File: src/rtl/vlm_if.sv
// VLM link bundle: command enable/direction, device hold, packed argument and result buses.
// Handshake: the master presents a command with en=1 (we selects write/read) and its args;
// the device stalls it with hold=1. The command completes in any cycle with en=1 and hold=0.
// While hold is high the master keeps en, we and the relevant args unchanged.
interface vlm_if #(
  parameter int RA_W = 32,
  parameter int WA_W = 64,
  parameter int RR_W = 32
) ();
  logic            en;
  logic            we;
  logic            hold;
  logic [RA_W-1:0] read_args;
  logic [WA_W-1:0] write_args;
  logic [RR_W-1:0] read_results;

  modport master (
    output en, we, read_args, write_args,
    input  hold, read_results
  );

  modport slave (
    input  en, we, read_args, write_args,
    output hold, read_results
  );

  modport monitor (
    input en, we, hold, read_args, write_args, read_results
  );
endinterface

File: src/rtl/vlm_protocol_monitor.sv
// Passive VLM link checker: sticky per-class violation flags, first-error capture, hold timeout
// and saturating read/write counters. Define VLM_MON_OUTPUT_CHECK_EN to enable the read_results stability check.
module vlm_protocol_monitor #(
  parameter int RA_W     = 32,
  parameter int WA_W     = 64,
  parameter int RR_W     = 32,
  parameter int CNT_W    = 16,
  parameter int MAX_HOLD = 64
) (
  input  logic             clk,
  input  logic             rst_n,
  vlm_if.monitor           bus,
  input  logic             clr,
  output logic             err_pulse,
  output logic [6:0]       err_flags,
  output logic [2:0]       first_code,
  output logic [CNT_W-1:0] first_cycle,
  output logic             first_valid,
  output logic [CNT_W-1:0] rd_count,
  output logic [CNT_W-1:0] wr_count
);

  localparam int HC_W      = $clog2(MAX_HOLD + 2);
  localparam int HOLD_LAST = (MAX_HOLD > 0) ? MAX_HOLD - 1 : 0;

  logic            en;
  logic            we;
  logic            hold;
  logic [RA_W-1:0] ra;
  logic [WA_W-1:0] wa;
  logic [RR_W-1:0] rr;

  assign en   = bus.en;
  assign we   = bus.we;
  assign hold = bus.hold;
  assign ra   = bus.read_args;
  assign wa   = bus.write_args;
  assign rr   = bus.read_results;

  logic            hist_valid;
  logic            prev_en;
  logic            prev_we;
  logic            prev_hold;
  logic [RA_W-1:0] prev_ra;
  logic [WA_W-1:0] prev_wa;
`ifdef VLM_MON_OUTPUT_CHECK_EN
  logic [RR_W-1:0] prev_rr;
  logic            prev_rd_cpl;
`endif

  logic [HC_W-1:0]  hold_cnt;
  logic [CNT_W-1:0] cycle_cnt;

  logic             busy_hold;
  logic             rd_cpl;
  logic             wr_cpl;
  logic             timeout_hit;
  logic [6:0]       viol_raw;
  logic [6:0]       viol;
  logic [2:0]       viol_idx;
  logic [CNT_W-1:0] rd_base;
  logic [CNT_W-1:0] wr_base;
  logic [CNT_W-1:0] rd_next;
  logic [CNT_W-1:0] wr_next;

  assign busy_hold = en & hold;
  assign rd_cpl    = en & ~hold & ~we;
  assign wr_cpl    = en & ~hold & we;

  // hold_cnt counts completed hold cycles of the current command; the MAX_HOLD-th one trips the timeout.
  assign timeout_hit = (MAX_HOLD != 0) && busy_hold && (hold_cnt == HC_W'(HOLD_LAST));

  always_comb begin
    viol_raw = '0;
`ifndef SYNTHESIS
    // X/Z detection only has meaning in a 4-state simulator; synthesis sees constant 0.
    viol_raw[0] = ((^{en, hold}) === 1'bx) || (en && ((^we) === 1'bx));
    viol_raw[1] = (en && !we && ((^ra) === 1'bx)) ||
                  (en && we && ((^wa) === 1'bx)) ||
                  ((rd_count != '0) && ((^rr) === 1'bx));
`endif
    viol_raw[2] = hold & ~en;
    viol_raw[3] = hist_valid & prev_hold & ((en != prev_en) | (we != prev_we));
    viol_raw[4] = hist_valid & prev_hold & (prev_we ? (wa != prev_wa) : (ra != prev_ra));
`ifdef VLM_MON_OUTPUT_CHECK_EN
    viol_raw[5] = hist_valid & ~prev_rd_cpl & (rr != prev_rr);
`endif
    viol_raw[6] = timeout_hit;

    viol = viol_raw;
    if (viol_raw[0]) viol[5:1] = '0;
  end

  always_comb begin
    viol_idx = '0;
    for (int i = 6; i >= 0; i--) begin
      if (viol[i]) viol_idx = 3'(i);
    end
  end

  // A clear and a same-cycle completion still leave that completion counted.
  always_comb begin
    rd_base = clr ? '0 : rd_count;
    wr_base = clr ? '0 : wr_count;
    rd_next = rd_base;
    wr_next = wr_base;
    if (rd_cpl && (rd_base != '1)) rd_next = rd_base + 1'b1;
    if (wr_cpl && (wr_base != '1)) wr_next = wr_base + 1'b1;
  end

  always_ff @(posedge clk or negedge rst_n) begin
    if (!rst_n) begin
      hist_valid  <= 1'b0;
      prev_en     <= 1'b0;
      prev_we     <= 1'b0;
      prev_hold   <= 1'b0;
      prev_ra     <= '0;
      prev_wa     <= '0;
`ifdef VLM_MON_OUTPUT_CHECK_EN
      prev_rr     <= '0;
      prev_rd_cpl <= 1'b0;
`endif
      hold_cnt    <= '0;
      cycle_cnt   <= '0;
      err_pulse   <= 1'b0;
      err_flags   <= '0;
      first_code  <= '0;
      first_cycle <= '0;
      first_valid <= 1'b0;
      rd_count    <= '0;
      wr_count    <= '0;
    end else begin
      hist_valid  <= ~clr;
      prev_en     <= en;
      prev_we     <= we;
      prev_hold   <= hold;
      prev_ra     <= ra;
      prev_wa     <= wa;
`ifdef VLM_MON_OUTPUT_CHECK_EN
      prev_rr     <= rr;
      prev_rd_cpl <= rd_cpl;
`endif

      // Saturating at MAX_HOLD keeps the timeout from refiring while the same hold continues.
      if (!busy_hold) begin
        hold_cnt <= '0;
      end else if (hold_cnt != HC_W'(MAX_HOLD)) begin
        hold_cnt <= hold_cnt + 1'b1;
      end

      if (clr) begin
        cycle_cnt <= '0;
      end else if (cycle_cnt != '1) begin
        cycle_cnt <= cycle_cnt + 1'b1;
      end

      err_pulse <= |viol;
      err_flags <= (clr ? 7'b0 : err_flags) | viol;
      rd_count  <= rd_next;
      wr_count  <= wr_next;

      if ((|viol) && (clr || !first_valid)) begin
        first_code  <= viol_idx;
        first_cycle <= cycle_cnt;
        first_valid <= 1'b1;
      end else if (clr) begin
        first_code  <= '0;
        first_cycle <= '0;
        first_valid <= 1'b0;
      end
    end
  end

endmodule

File: src/flat_wrapper.sv
// flat-port wrapper written by rule: the top's interface ports become plain ports
module vlm_protocol_monitor_flat 
#(
  parameter int RA_W     = 32,
  parameter int WA_W     = 64,
  parameter int RR_W     = 32,
  parameter int CNT_W    = 16,
  parameter int MAX_HOLD = 64
)
  (clk, rst_n, clr, err_pulse, err_flags, first_code, first_cycle, first_valid, rd_count, wr_count, bus_en, bus_we, bus_hold, bus_read_args, bus_write_args, bus_read_results);
  vlm_if #(.RA_W(RA_W), .WA_W(WA_W), .RR_W(RR_W)) bus_i ();
  input  logic clk;
  input  logic rst_n;
  input  logic clr;
  output logic err_pulse;
  output logic [6:0] err_flags;
  output logic [2:0] first_code;
  output logic [CNT_W-1:0] first_cycle;
  output logic first_valid;
  output logic [CNT_W-1:0] rd_count;
  output logic [CNT_W-1:0] wr_count;
  input wire logic [$bits(bus_i.en)-1:0] bus_en;
  input wire logic [$bits(bus_i.we)-1:0] bus_we;
  input wire logic [$bits(bus_i.hold)-1:0] bus_hold;
  input wire logic [$bits(bus_i.read_args)-1:0] bus_read_args;
  input wire logic [$bits(bus_i.write_args)-1:0] bus_write_args;
  input wire logic [$bits(bus_i.read_results)-1:0] bus_read_results;
  assign bus_i.en = bus_en;
  assign bus_i.we = bus_we;
  assign bus_i.hold = bus_hold;
  assign bus_i.read_args = bus_read_args;
  assign bus_i.write_args = bus_write_args;
  assign bus_i.read_results = bus_read_results;
  vlm_protocol_monitor #(.RA_W(RA_W), .WA_W(WA_W), .RR_W(RR_W), .CNT_W(CNT_W), .MAX_HOLD(MAX_HOLD)) u_core (.clk(clk), .rst_n(rst_n), .bus(bus_i), .clr(clr), .err_pulse(err_pulse), .err_flags(err_flags), .first_code(first_code), .first_cycle(first_cycle), .first_valid(first_valid), .rd_count(rd_count), .wr_count(wr_count));
endmodule
File: config.mk
export PLATFORM = sky130hd
export DESIGN_NAME = vlm_protocol_monitor_flat
export DESIGN_NICKNAME = d
export VERILOG_FILES = /design/src/rtl/vlm_if.sv /design/src/rtl/vlm_protocol_monitor.sv /design/src/flat_wrapper.sv
export SDC_FILE = /design/constraint.sdc
export NUM_CORES = 1
export LEC_CHECK = 0
export ABC_AREA = 1
export ABC_CLOCK_PERIOD_IN_PS = 5330
export CAP_MARGIN = 20
export CORE_UTILIZATION = 45
export DETAILED_ROUTE_END_ITERATION = 6
export PLACE_DENSITY = 0.73
export SLEW_MARGIN = 40
export SYNTH_ARGS = -nofsm -noshare
export SYNTH_HDL_FRONTEND = slang
export SYNTH_SLANG_ARGS = --single-unit
File: constraint.sdc
create_clock -name clk -period 5.33 [get_ports clk]
set_clock_uncertainty 0.05 [all_clocks]
set_input_delay 1.066 -clock clk [delete_from_list [all_inputs] [get_ports clk]]
set_output_delay 1.066 -clock clk [all_outputs]
set_load 0.1 [all_outputs]
==> results of run 1 <==
metrics by stage:
step	instance area, sq um	util, %	setup slack [ps]	hold WS [ps]
after detailed placement	10000	54.9	1360	415
final	10600	58.0	1800	426
after floorplan	8510	-	2250	411
after global routing	10600	58.0	1620	460
after global placement	10300	56.5	1400	412
after CTS	10600	58.0	1800	432
cell usage after synthesis, types with 7 or more instances:
master   number
nor2_1      137
xor2_1       23
nand3_1      66
xnor2_1      33
o21ai_0      18
nand2_1     246
nor3_1       14
inv_1       184
nand2_2       7
or2_2        11
dfrtp_1     180
a21oi_1      10
nand4_1      12
nor2_2        9
kinds of logic after synthesis:
logic type               after synthesis  share of synthesized area, %
AO/OA/AOI/OAI                         40                          2.68
other                                  1                        0.0441
AND/OR/NAND/NOR                      528                          27.9
buffers and inverters                207                          9.87
XOR/XNOR                              56                          5.77
adder cells (fa/ha/maj)                5                         0.736
flip-flops                           180                          53.0
metal layers:
layer  GRT usage, %  vias to the layer above  routed length (microns)
li1               -                     3406                        -
met1           25.9                     3094                     8510
met2           32.4                      121                     8440
met3           3.92                        8                      707
met4           5.03                        0                      145
met5              0                        -                        0
power breakdown:
group	internal (uW)	total, uW	leakage, uW	switching [uW]
sequential	1420	1440	0.00226	26.3
clock	673	1190	0.000268	517
combinational	134	377	0.00285	243
total	2220	3010	0.00539	787
area by class of cell:
cell class	instances	area, sq um	area share, %
Sequential cell	180	4500	42.6
Multi-Input combinational cell	632	3170	30.0
Timing Repair Buffer	161	1340	12.6
Inverter	190	716	6.77
Clock buffer	22	464	4.39
Tap cell	229	287	2.71
Clock inverter	10	97.6	0.923
sequential cells by signal, indices dropped and copies added (netlist names), 3 cells and up:
signal	flops
u_core.prev_wa	64
u_core.prev_ra	32
u_core.cycle_cnt	16
u_core.first_cycle	16
u_core.rd_count	16
u_core.wr_count	16
u_core.hold_cnt	7
u_core.err_flags	4
u_core.first_code	3
final timing paths:
check                      slack, ps                      to  cells after the start           startpoint
setup / recovery                1800     u_core.rd_count[13]                     16                  clr
hold / removal                   430     u_core.err_flags[6]                      2  u_core.err_flags[6]
setup reg to reg                2880  u_core.first_cycle[10]                     13   u_core.prev_wa[50]
hold reg to reg                  430     u_core.err_flags[6]                      2  u_core.err_flags[6]
max in group asynchronous       3580      u_core.prev_wa[29]                      2                rst_n
min in group asynchronous        650      u_core.prev_wa[48]                      1                rst_n
critical path, stage by stage:
cell and delay, ps:
clkdlybuf4s50_1 870, buf_4 410, nor2_1 130, ha_1 210, nand3_1 100, nor2_2 50
nand2_2 60, inv_2 40, nand3_1 90, nand2_2 110, inv_4 150, nand2_4 70
nor2_4 120, nand3_4 90, o21ai_1 130, nand2_1 60
==> impl_metrics.json, run 1 <==
{
  "coreArea_sq_um": 18200,
  "finalCriticalPeriod_ps": 3530,
  "track_usage_pct": 19.4,
  "vdd_drop_max_uv": 222,
  "status": "finished, final reports clean",
  "synthCells": 1017,
  "grt-ovfl-total": 0,
  "fin_total_pwr_uw": 3010,
  "antenna_found_initial": 0,
  "drt_iter0_markers": 271,
  "syn_avg_cell_area_sq_um": 8.36,
  "dp_hpwl_microns": 13200,
  "rsz0062_at_grt": "no",
  "ioPinCount": 194,
  "dp_cells": 1392,
  "synth_edf_count": 0,
  "async_flop_share_pct": 100,
  "post-route-period-util_pct": 66.2,
  "wl_per_cell_microns": 12.5,
  "ys_warn_count": 0,
  "cts_buffer_depth": 2,
  "wl_microns": 17800,
  "clk_pin_slew_ps": 60,
  "dieArea_sq_um": 19400,
  "crit_arrival_ps": 3770,
  "synth_cell_types": 44,
  "ys_top_cells_by_area": "dfrtp_1 (53%), nand2_1 (11%), inv_1 (8.1%)",
  "tritoncts": "done",
  "setup_viol": 0,
  "post_route_cells_drive_above_1_share_pct": 11.9,
  "clock_latency_ps": 410,
  "hold_viol": 0,
  "final_common_cell": "nand2_1",
  "start_util_pct": 46.7,
  "min_path_type": "register to register",
  "cap_violations": 0,
  "slew_headroom_pct": 53.1,
  "synth_top_area_share_pct": 53.0,
  "vias_per_cell": 4.66,
  "ctsResizeCount": 0,
  "crit_path_start_kind": "input port",
  "netlist_area_sq_um": 8500,
  "drt_first_pass_iters": 4,
  "gp_congestion": 0.851,
  "cts_hold_buffers": 0,
  "worstPathRequired_ps": 5570,
  "dr_total_vias": 6629,
  "cts_setup_buffers": 0,
  "cp_max_fo": 18,
  "first_global_vias": 6519,
  "yosysSeqAreaShare_pct": 53.0,
  "critPathCaptureType": "register",
  "clock-sinks": 180,
  "area_delta_synth_final_pct": 24.3,
  "p_leak_uw": 0.00539,
  "powerDensity_nw_per_um2": 285,
  "final_cells": 1424,
  "detail-route-antenna-nets": 0,
  "grt_max_degree": 100,
  "h-tree-depth": 4,
  "tns_ps": 0,
  "num_rows": 49,
  "final-max-slew-violation-count": 0,
  "die_h_microns": 139,
  "max_freq_mhz": 283,
  "final_cell_mix": "nand2_1 (246), inv_1 (184), dfrtp_1 (180)",
  "detail_route.drc_violations": 0,
  "cts_root_buf": "clkbuf_16",
  "grt_pass1_wl_microns": 30300,
  "critPathKind": "input port to register",
  "n_fill_cell": 1642,
  "num-nets-final": 1321,
  "synth-seq-cells": 180,
  "synthFlopType": "dfrtp_1",
  "io_buffers": 158,
  "diodes": 0,
  "tightest_slew_ps": 702,
  "yosys.area.top_type": "dfrtp_1",
  "cts_buffers": 17,
  "chipWidth_microns": 139
}
Power figures use the tool's default switching activity.
==> run 2: changes to the inputs <==
ABC_CLOCK_PERIOD_IN_PS = 2900   (was 5330)
PLACE_DENSITY = 0.76   (was 0.73)
clock period = 2.9 ns   (was 5.33 ns; I/O delays follow)
==> impl_metrics.json, run 2 (synthesized netlist as in run 1, its figures left out) <==
{
  "final_cell_mix": "nand2_1 (246), inv_1 (184), dfrtp_1 (180)",
  "fin_util_pct": 59.8,
  "regMostFlops": "u_core.prev_wa",
  "cts_hold_buffers": 0,
  "n_fill_cell": 1610,
  "grt-ovfl-total": 0,
  "vias_per_cell": 4.62,
  "worstPathRequired_ps": 3140,
  "post-route-period-util_pct": 85.7,
  "crit_path_start_kind": "input port",
  "drt_first_pass_iters": 4,
  "grt_max_degree": 64,
  "dpl-instance-area_sq_um": 10300,
  "gr-usage-met3_pct": 3.85,
  "die_h_microns": 139,
  "area_delta_synth_final_pct": 28.1,
  "antenna_found_initial": 0,
  "r2r_end": "u_core.rd_count[10]",
  "wl_per_cell_microns": 12.6,
  "dieArea_sq_um": 19400,
  "grt_pass1_wl_microns": 31200,
  "coreArea_sq_um": 18200,
  "cts_setup_buffers": 0,
  "r2r_slack_ps": 870,
  "critPathKind": "input port to register",
  "first_global_vias": 6645,
  "cts_buffer_depth": 2,
  "fin_total_pwr_uw": 5710,
  "io_buffers": 158,
  "cp_max_fo": 8,
  "timing.rr.start": "u_core.rd_count[0]",
  "crit_arrival_ps": 2730,
  "finalCriticalPeriod_ps": 2490,
  "final-max-slew-violation-count": 0,
  "min_path_type": "input port to async pin",
  "drt_iter0_markers": 280,
  "ioPinCount": 194,
  "r2r.worst_path.cells": 13,
  "p_leak_uw": 0.00549,
  "worstSetupStartpoint": "clr",
  "powerDensity_nw_per_um2": 525,
  "clock_latency_ps": 410,
  "tns_ps": 0,
  "vdd_drop_max_uv": 355,
  "gp_congestion": 0.851,
  "register_area_sq_um": 4500,
  "dp_hpwl_microns": 13800,
  "ctsResizeCount": 0,
  "track_usage_pct": 20.1,
  "diodes": 0,
  "detail_route.drc_violations": 0,
  "final_common_cell": "nand2_1",
  "post_route_cells_drive_above_1_share_pct": 12.7,
  "h-tree-depth": 4,
  "tightest_slew_ps": 603,
  "detail-route-antenna-nets": 0,
  "crit_end": "u_core.wr_count[6]",
  "multi_input_area_sq_um": 3170,
  "max_freq_mhz": 402,
  "critPathCaptureType": "register",
  "cts_root_buf": "clkbuf_16",
  "cts_buffers": 17,
  "largest_reg_flops": 64,
  "chipWidth_microns": 139,
  "cap_violations": 0,
  "grt_use_met2_pct": 34.6,
  "slew_headroom_pct": 59.8,
  "wl_microns": 18200,
  "clk_pin_slew_ps": 60,
  "hold_viol": 0,
  "tritoncts": "done",
  "num_rows": 49,
  "reg_top3": "u_core.prev_wa: 64 flops, u_core.prev_ra: 32 flops",
  "start_util_pct": 46.7,
  "num-nets-final": 1335,
  "dr_total_vias": 6649,
  "grtUsageMet1_pct": 26.2,
  "setup_viol": 0,
  "hold_ws_ps": 99.4,
  "finish.instance_area_sq_um": 10900,
  "rsz0062_at_grt": "no",
  "busiest_layer": "met2",
  "status": "finished, final reports clean",
  "clock-sinks": 180
}
[run 2: stage by stage]
stage / setup slack [ps] / std cells
after global placement: 55.0 / 1406
final: 414 / 1438
after global routing: 263 / 1438
after detailed placement: -30.7 / 1406
after floorplan: 306 / 1019
after CTS: 418 / 1438
[run 2: worst min path at each step]
stage	startpoint	slack, ps	end	cells after the start
global route	rst_n	140	u_core.prev_wa[48]	1
finish	rst_n	100	u_core.prev_wa[48]	1
floorplan	rst_n	230	u_core.cycle_cnt[0]	0
detailed placement	u_core.err_flags[3]	420	u_core.err_flags[3]	2
CTS	rst_n	110	u_core.prev_wa[48]	1
global placement	u_core.err_flags[4]	420	u_core.err_flags[4]	2
[run 2: cell type report]
class	instances	area share, %
clock buffer	24	4.33
clock inverter	8	1.15
inverter	190	6.57
multi-input combinational	632	29.1
sequential	180	41.4
tap	229	2.63
timing repair buffer	175	14.9
[run 2: report_power, final]
part	leakage [uW]	internal, uW	switching [uW]	total (uW)
Clock	0.000288	1400	917	2320
Combinational	0.00293	281	452	733
Sequential	0.00226	2610	51.1	2660
Total	0.00549	4290	1420	5710
[run 2: critical path, stage by stage]
cell	delay (ps)
clkdlybuf4s50_1	510
buf_4	210
nor2_1	200
ha_1	210
nand3_1	110
nor2_2	140
nand2_2	90
o21ai_4	260
buf_4	220
nor3_1	60
xor2_1	140
[run 2: per-layer routing]
metal | up-vias | share of wire, %
met5 | - | 0
met4 | 0 | 0.57
met3 | 5 | 4.0
met2 | 140 | 49
met1 | 3064 | 47
li1 | 3440 | -
